## config.mk

```make
export PLATFORM = sky130hd
export DESIGN_NAME = mips_controller
export DESIGN_NICKNAME = d
export VERILOG_FILES = /design/src/rtl/mips_controller.sv
export SDC_FILE = /design/constraint.sdc
export NUM_CORES = 1
export LEC_CHECK = 0
export ABC_AREA = 1
export CAP_MARGIN = 20
export CORE_UTILIZATION = 34
export DETAILED_ROUTE_END_ITERATION = 10
export PLACE_DENSITY = 0.79
export SLEW_MARGIN = 0
export SYNTH_ARGS = -nofsm -noshare
export SYNTH_HDL_FRONTEND = slang
export SYNTH_SLANG_ARGS = --single-unit
```

## constraint.sdc

```tcl
create_clock -name clk -period 1.6 [get_ports clk]
set_clock_uncertainty 0.1 [all_clocks]
set_input_delay 0.16 -clock clk [delete_from_list [all_inputs] [get_ports clk]]
set_output_delay 0.16 -clock clk [all_outputs]
set_load 0.05 [all_outputs]
```

## src/rtl/mips_controller.sv

```systemverilog
`default_nettype none
// ----------------------------------------------------------------------------
// mips_controller : multicycle MIPS control FSM with opcode/funct decode
// Revision 1.0
// ----------------------------------------------------------------------------
module mips_controller (
  input  logic       clk,
  input  logic       reset,
  input  logic [5:0] op,
  input  logic [5:0] funct,
  input  logic       zero,
  input  logic       memready,
  output logic       memread,
  output logic       memwrite,
  output logic       iord,
  output logic       irwrite,
  output logic       memtoreg,
  output logic       regdst,
  output logic       regwrite,
  output logic       alusrca,
  output logic [1:0] alusrcb,
  output logic [2:0] alucont,
  output logic [1:0] pcsource,
  output logic       pcen
);

  localparam logic [5:0] OP_RTYPE = 6'b000000;
  localparam logic [5:0] OP_J     = 6'b000010;
  localparam logic [5:0] OP_BEQ   = 6'b000100;
  localparam logic [5:0] OP_ADDI  = 6'b001000;
  localparam logic [5:0] OP_LW    = 6'b100011;
  localparam logic [5:0] OP_SW    = 6'b101011;

  typedef enum logic [3:0] {
    S_FETCH   = 4'd0,
    S_DECODE  = 4'd1,
    S_MEMADR  = 4'd2,
    S_MEMRD   = 4'd3,
    S_MEMWB   = 4'd4,
    S_MEMWR   = 4'd5,
    S_RTYPEEX = 4'd6,
    S_RTYPEWB = 4'd7,
    S_BEQEX   = 4'd8,
    S_JEX     = 4'd9,
    S_ADDIEX  = 4'd10,
    S_ADDIWB  = 4'd11
  } state_t;

  state_t     state_q, state_d;
  logic [1:0] aluop;

  always_ff @(posedge clk or posedge reset) begin
    if (reset) state_q <= S_FETCH;
    else       state_q <= state_d;
  end

  always_comb begin
    state_d = state_q;
    case (state_q)
      S_FETCH:   if (memready) state_d = S_DECODE;
      S_DECODE: begin
        case (op)
          OP_LW, OP_SW: state_d = S_MEMADR;
          OP_RTYPE:     state_d = S_RTYPEEX;
          OP_BEQ:       state_d = S_BEQEX;
          OP_J:         state_d = S_JEX;
          OP_ADDI:      state_d = S_ADDIEX;
          default:      state_d = S_FETCH;
        endcase
      end
      S_MEMADR:  state_d = (op == OP_LW) ? S_MEMRD : S_MEMWR;
      S_MEMRD:   if (memready) state_d = S_MEMWB;
      S_MEMWB:   state_d = S_FETCH;
      S_MEMWR:   if (memready) state_d = S_FETCH;
      S_RTYPEEX: state_d = S_RTYPEWB;
      S_RTYPEWB: state_d = S_FETCH;
      S_BEQEX:   state_d = S_FETCH;
      S_JEX:     state_d = S_FETCH;
      S_ADDIEX:  state_d = S_ADDIWB;
      S_ADDIWB:  state_d = S_FETCH;
      default:   state_d = S_FETCH;
    endcase
  end

  always_comb begin
    memread  = 1'b0;
    memwrite = 1'b0;
    iord     = 1'b0;
    irwrite  = 1'b0;
    memtoreg = 1'b0;
    regdst   = 1'b0;
    regwrite = 1'b0;
    alusrca  = 1'b0;
    alusrcb  = 2'b00;
    aluop    = 2'b00;
    pcsource = 2'b00;
    pcen     = 1'b0;
    case (state_q)
      S_FETCH: begin
        memread = 1'b1;
        alusrcb = 2'b01;
        irwrite = memready;
        pcen    = memready;
      end
      S_DECODE:  alusrcb = 2'b11;
      S_MEMADR: begin
        alusrca = 1'b1;
        alusrcb = 2'b10;
      end
      S_MEMRD: begin
        memread = 1'b1;
        iord    = 1'b1;
      end
      S_MEMWB: begin
        memtoreg = 1'b1;
        regwrite = 1'b1;
      end
      S_MEMWR: begin
        memwrite = 1'b1;
        iord     = 1'b1;
      end
      S_RTYPEEX: begin
        alusrca = 1'b1;
        aluop   = 2'b10;
      end
      S_RTYPEWB: begin
        regdst   = 1'b1;
        regwrite = 1'b1;
      end
      S_BEQEX: begin
        alusrca  = 1'b1;
        aluop    = 2'b01;
        pcsource = 2'b01;
        pcen     = zero;
      end
      S_JEX: begin
        pcsource = 2'b10;
        pcen     = 1'b1;
      end
      S_ADDIEX: begin
        alusrca = 1'b1;
        alusrcb = 2'b10;
      end
      S_ADDIWB:  regwrite = 1'b1;
      default: ;
    endcase
    // Reset holds state at FETCH asynchronously; only the write enables need masking.
    if (reset) begin
      pcen     = 1'b0;
      regwrite = 1'b0;
      memwrite = 1'b0;
      irwrite  = 1'b0;
    end
  end

  always_comb begin
    alucont = 3'b010;
    case (aluop)
      2'b01: alucont = 3'b110;
      2'b10: begin
        case (funct)
          6'b100000: alucont = 3'b010;
          6'b100010: alucont = 3'b110;
          6'b100100: alucont = 3'b000;
          6'b100101: alucont = 3'b001;
          6'b101010: alucont = 3'b111;
          default:   alucont = 3'b010;
        endcase
      end
      default: alucont = 3'b010;
    endcase
  end

endmodule
`default_nettype wire

```

==> results of run 1 <==
==> kinds of logic after synthesis <==
kind of cell,after synthesis
fa+ha+maj,3
buf+inv,19
simple gates,77
compound gates,9
flops,4
==> stage by stage <==
step,instances,util,setup TNS (ns)
floorplan,112,-,-1.84
global placement,180,0.847,-0.376
detailed placement,180,0.847,-0.570
==> parameters.txt, run 1 <==
Parameter                              Value

Run status
  Outcome    stopped before the end
  Halt point of the flow    clock tree synthesis (4_1_cts)
  Halt Reason    [ERROR DPL-0033] detailed placement checks failed during check placement.

Clock network
  H-tree Lvls    1
  Clock sink count    4
  Number of buffers created by CTS    3
  Maximum count of clock buffers along a single path    2
  Post_cts resized    33
  Root Buffer    sky130_fd_sc_hd__clkbuf_4
  # Post-CTS Setup Buffers    13
  Quantity of hold-fixing buffers added after cts    0

Synthesis
  Area share of the largest cell type after synthesis    0.232
  Flip-flop and latch count after synthesis    4
  List of most frequent post-synthesis cells    sky130_fd_sc_hd__nand2_1, sky130_fd_sc_hd__nor2_1, sky130_fd_sc_hd__inv_1
  Post-synthesis compound-gate area fraction    0.0796
  Number of flops mapped to enable cells by yosys    0
  Gate count after technology mapping    between 100 and 150
  Largest cells by area after synthesis    sky130_fd_sc_hd__nand2_1, sky130_fd_sc_hd__dfrtp_1, sky130_fd_sc_hd__nor2_1
  Synthesis Warnings    0
  Area leader, netlist    sky130_fd_sc_hd__nand2_1
  Largest family of logic cells by synthesized area    simple AND/OR/NAND/NOR gates
  Net count after synthesis    between 100 and 150
  Post-Syn Area per Cell    approximately 5.2 µm²
  Xor and xnor area share after synthesis    0
  Proportion of synthesized area in mux cells    0
  Top-count cell post-synth    sky130_fd_sc_hd__nand2_1
  Cell area after synthesis    about 580 µm²
  Primary FF master, synth    sky130_fd_sc_hd__dfrtp_1
  Sequential element share of the synthesized area    0.172
  Area share of fa/ha/maj cells after synthesis    0.0645
  Share of synthesized registers carrying an async set or reset    1.00
  Number of distinct library cell variants in the gate-level netlist after synthesis    15
  Synthesized-area fraction occupied by and/or/nand/nor cells    0.561

Floorplan
  Chip height    43.4 µm
  Initial core utilization    0.373
  Horiz. Die Dim    around 43 µm
  Top-level I/O count    32
  Total number of placement rows    14

Placed design
  Post-detailed-placement cell area    about 1300 µm²
  RePlAce Congestion    slightly below 0.9
  Setup slack after placement    -0.277 ns
  Detailed Place HPWL    1.94 mm
  Port Buf Inserts    31
==> run 2: changes to the inputs <==
Settings changed: CORE_AREA from default to 2 2 63 65, CORE_UTILIZATION 34 to default, DIE_AREA from default to 0 0 65 67, PLACE_DENSITY 0.79 to default, PLACE_DENSITY_LB_ADDON from default to 0.15.
Clock period 1.6 ns to 2.1 ns, I/O delays scaled along.
==> parameters.txt, run 2 <==
Parameter                              Value

Run status
  Outcome    complete, no violations

Synthesis
  Share of synthesized registers carrying an async set or reset    1.00
  Gate count after technology mapping    112
  Flip-flop and latch count after synthesis    4
  Largest cells by area after synthesis    sky130_fd_sc_hd__nand2_1, sky130_fd_sc_hd__dfrtp_1, sky130_fd_sc_hd__nor2_1
  Area leader, netlist    sky130_fd_sc_hd__nand2_1
  Synthesis Warnings    0
  Primary FF master, synth    sky130_fd_sc_hd__dfrtp_1
  List of most frequent post-synthesis cells    sky130_fd_sc_hd__nand2_1, sky130_fd_sc_hd__nor2_1, sky130_fd_sc_hd__inv_1
  Post-Syn Area per Cell    between 5 and 6 µm²
  Top-count cell post-synth    sky130_fd_sc_hd__nand2_1
  Sequential element share of the synthesized area    0.172
  Number of distinct library cell variants in the gate-level netlist after synthesis    15
  Net count after synthesis    131
  Area share of the largest cell type after synthesis    0.232
  Cell area after synthesis    between 500 and 600 µm²
  Number of flops mapped to enable cells by yosys    0

Clock network
  Insertion delay to the later sink of the worst-skew pair    0.22 ns
  Clock sink count    4
  Maximum count of clock buffers along a single path    2
  Clock transition at the registers of the reported paths    approximately 0.04 ns
  CTS tree    done
  H-tree Lvls    1
  Number of buffers created by CTS    3
  Root Buffer    sky130_fd_sc_hd__clkbuf_8

Critical path
  CP Cell Sequence    nor2_4, inv_2, nor2_4, inv_2, ha_4, nand4_1, o22ai_4, buf_12
  Buffers & Inverters on Critical Path    3
  Start-to-end type of the worst setup path    flop to primary output
  Cell type of the slowest stage on the worst timing path    sky130_fd_sc_hd__dfrtp_2
  Path length in cells of the critical path    8
  CP delay by family, top    flip-flops
  Type of element launching the critical path    flop
  Arrival time of the worst setup path    1.79 ns
  Path depth of the worst reg2reg path    9
  Endpoint type of the worst setup path    primary output
  Worst Path Max Fanout    4
  Longest individual stage delay on the worst path    roughly 0.44 ns
  WP data required    around 1.8 ns

Final layout
  Largest registers ranked by flip-flop count    state_q: 4 flops
  Most frequent cells in the layout    sky130_fd_sc_hd__nand2_1, sky130_fd_sc_hd__nor2_1, sky130_fd_sc_hd__clkdlybuf4s50_1
  Area overhead of the layout relative to synthesis    98.1%
  Register name with the most flops    state_q
  Largest register FFs    4
  Layout cells sized above 1    0.316
  Util after Layout    0.320
  Most common cell after layout, fill and taps aside    sky130_fd_sc_hd__nand2_1
  Non-filler cells, final    200
  Layout net count    approximately 170
  Number of diodes added for antenna fixing    0
  Area of all placed cells without fillers    1150 µm²

Floorplan
  Total number of placement rows    22
  Die Outline Area    ~4400 µm²
  Horiz. Die Dim    65 µm
  Chip height    67 µm
  Core region area    3610 µm²
  Initial core utilization    0.161
  Top-level I/O count    32

STA
  Hold Vio Cnt, Final    0
  Final period utilization    0.998
  Tightest Pin Transition    around 0.23 ns
  Finish-stage setup viols    0
  Headroom to the max-slew limit    0.844
  Setup repair after global routing missed its margin    true
  Final number of max-transition violations    0
  Max Clock Freq    around 480 MHz
  Slack of the critical path    0.00411 ns
  Final-layout setup total negative slack    0 ns
  Minimum period implied by the final worst setup slack    around 2.1 ns

GRT
  Number of global-route vias before repair    approximately 790
  Pin count of the biggest net entering global routing    7
  Global-route wire length before repair    a little over 3 mm
  Initial antenna violation count    0
  All-layer global routing usage    0.0901
  Total congestion overflow after global routing    0

Detailed routing
  Total via count in the routed design    between 800 and 900
  1st-iter DRT viols    22
  Routed vias/inst    4.04
  DRC viols    0
  WL/cell    a little under 10 µm
  Wire length after detailed routing    roughly 1.9 mm
  Drt pass-1 iters    4
  Antenna viol nets, final    0

Worst hold path
  Worst min-delay path category    input port to asynchronous set/reset pin

Run
  Number of max-cap violations    0

Placed design
  Post-detailed-placement cell area    ~1100 µm²
  Detailed Place HPWL    1.60 mm
  RePlAce Congestion    approximately 0.83
  Setup slack after placement    0.131 ns
  Port Buf Inserts    31
  Cells after DPL    192

Pwr
  Peak VDD IR    between 0.3 and 0.4 mV
  Leakage power summed over all cells    approximately 0.56 nW
  Power density normalized to cell area    773 nW/µm²
run 2: cell counts after synthesis:
Identical to the previous run, type by type.
run 2: area by class of cell:
class / count / area (µm²)
repair buffers: 36 / 395
well taps: 48 / 60.1
flip-flops and latches: 4 / 101
fillers: 401 / 2450
multi-input cells: 89 / 479
inverters: 19 / 71.3
clock buffers: 4 / 45.0
run 2: worst paths after layout:
check	to	startpoint	slack (ns)
hold / removal	state_q[2]$_DFFE_PP0P_	reset	0.24
max in group asynchronous	state_q[0]$_DFFE_PP0P_	reset	1.49
setup reg to reg	state_q[0]$_DFFE_PP0P_	state_q[0]$_DFFE_PP0P_	0.61
hold reg to reg	state_q[2]$_DFFE_PP0P_	state_q[3]$_DFFE_PP0P_	0.54
setup / recovery	alucont[0]	state_q[0]$_DFFE_PP0P_	0.004
min in group clk	state_q[2]$_DFFE_PP0P_	state_q[3]$_DFFE_PP0P_	0.54
run 2: worst reg2reg max path, cell delays in order (launching register included):
cell,delay (ns)
sky130_fd_sc_hd__dfrtp_2,0.44
sky130_fd_sc_hd__buf_4,0.15
sky130_fd_sc_hd__buf_4,0.14
sky130_fd_sc_hd__nand2_2,0.11
sky130_fd_sc_hd__inv_1,0.07
sky130_fd_sc_hd__nand2_1,0.12
sky130_fd_sc_hd__nand3_2,0.10
sky130_fd_sc_hd__nand2_1,0.08
sky130_fd_sc_hd__nand2_1,0.06
sky130_fd_sc_hd__nand2_1,0.06
run 2: cell families (layout without fill, tap and decap cells):
logic type,count (synthesis),after routing,synth area share
buffers and inverters,19,59,0.123
DFF,4,4,0.172
adders and majority gates,3,3,0.0645
and+or+nand+nor,77,77,0.561
AOI/OAI and AO/OA,9,9,0.0796
run 2: repair_timing:
item / in CTS / in global routing
setup endpoints to repair: 2 / 2
buffers inserted: 3 / 1
pin swaps: 1 / 1
hold buffers: 0 / 0
gates resized for setup: 5 / 2
run 2: through the flow:
step / hold slack [ns] / total power, mW
2_1_floorplan: -0.124 / 0.471
3_3_place_gp: 0.486 / 0.657
3_5_place_dp: 0.482 / 0.655
4_1_cts: 0.253 / 0.878
5_1_grt: 0.276 / 0.956
6_report: 0.245 / 0.891
run 2: per-layer routing:
| metal | part of all wire | vias to the layer above | global-route usage |
|---|---|---|---|
| met4 | 0.015 | 0 | 0.0452 |
| met1 | 0.42 | 359 | 0.0918 |
| met2 | 0.52 | 21 | 0.173 |
| li1 | - | 424 | - |
| met5 | 0 | - | 0 |
| met3 | 0.048 | 4 | 0.0186 |
run 2: report_power, final:
group	internal (mW)	total (mW)	switching (mW)	leakage, nW
Sequential	0.0951	0.122	0.0268	0.0524
Combinational	0.221	0.595	0.374	0.484
Clock	0.130	0.174	0.0438	0.0228
Note: power is estimated with default switching activity, not from simulation.
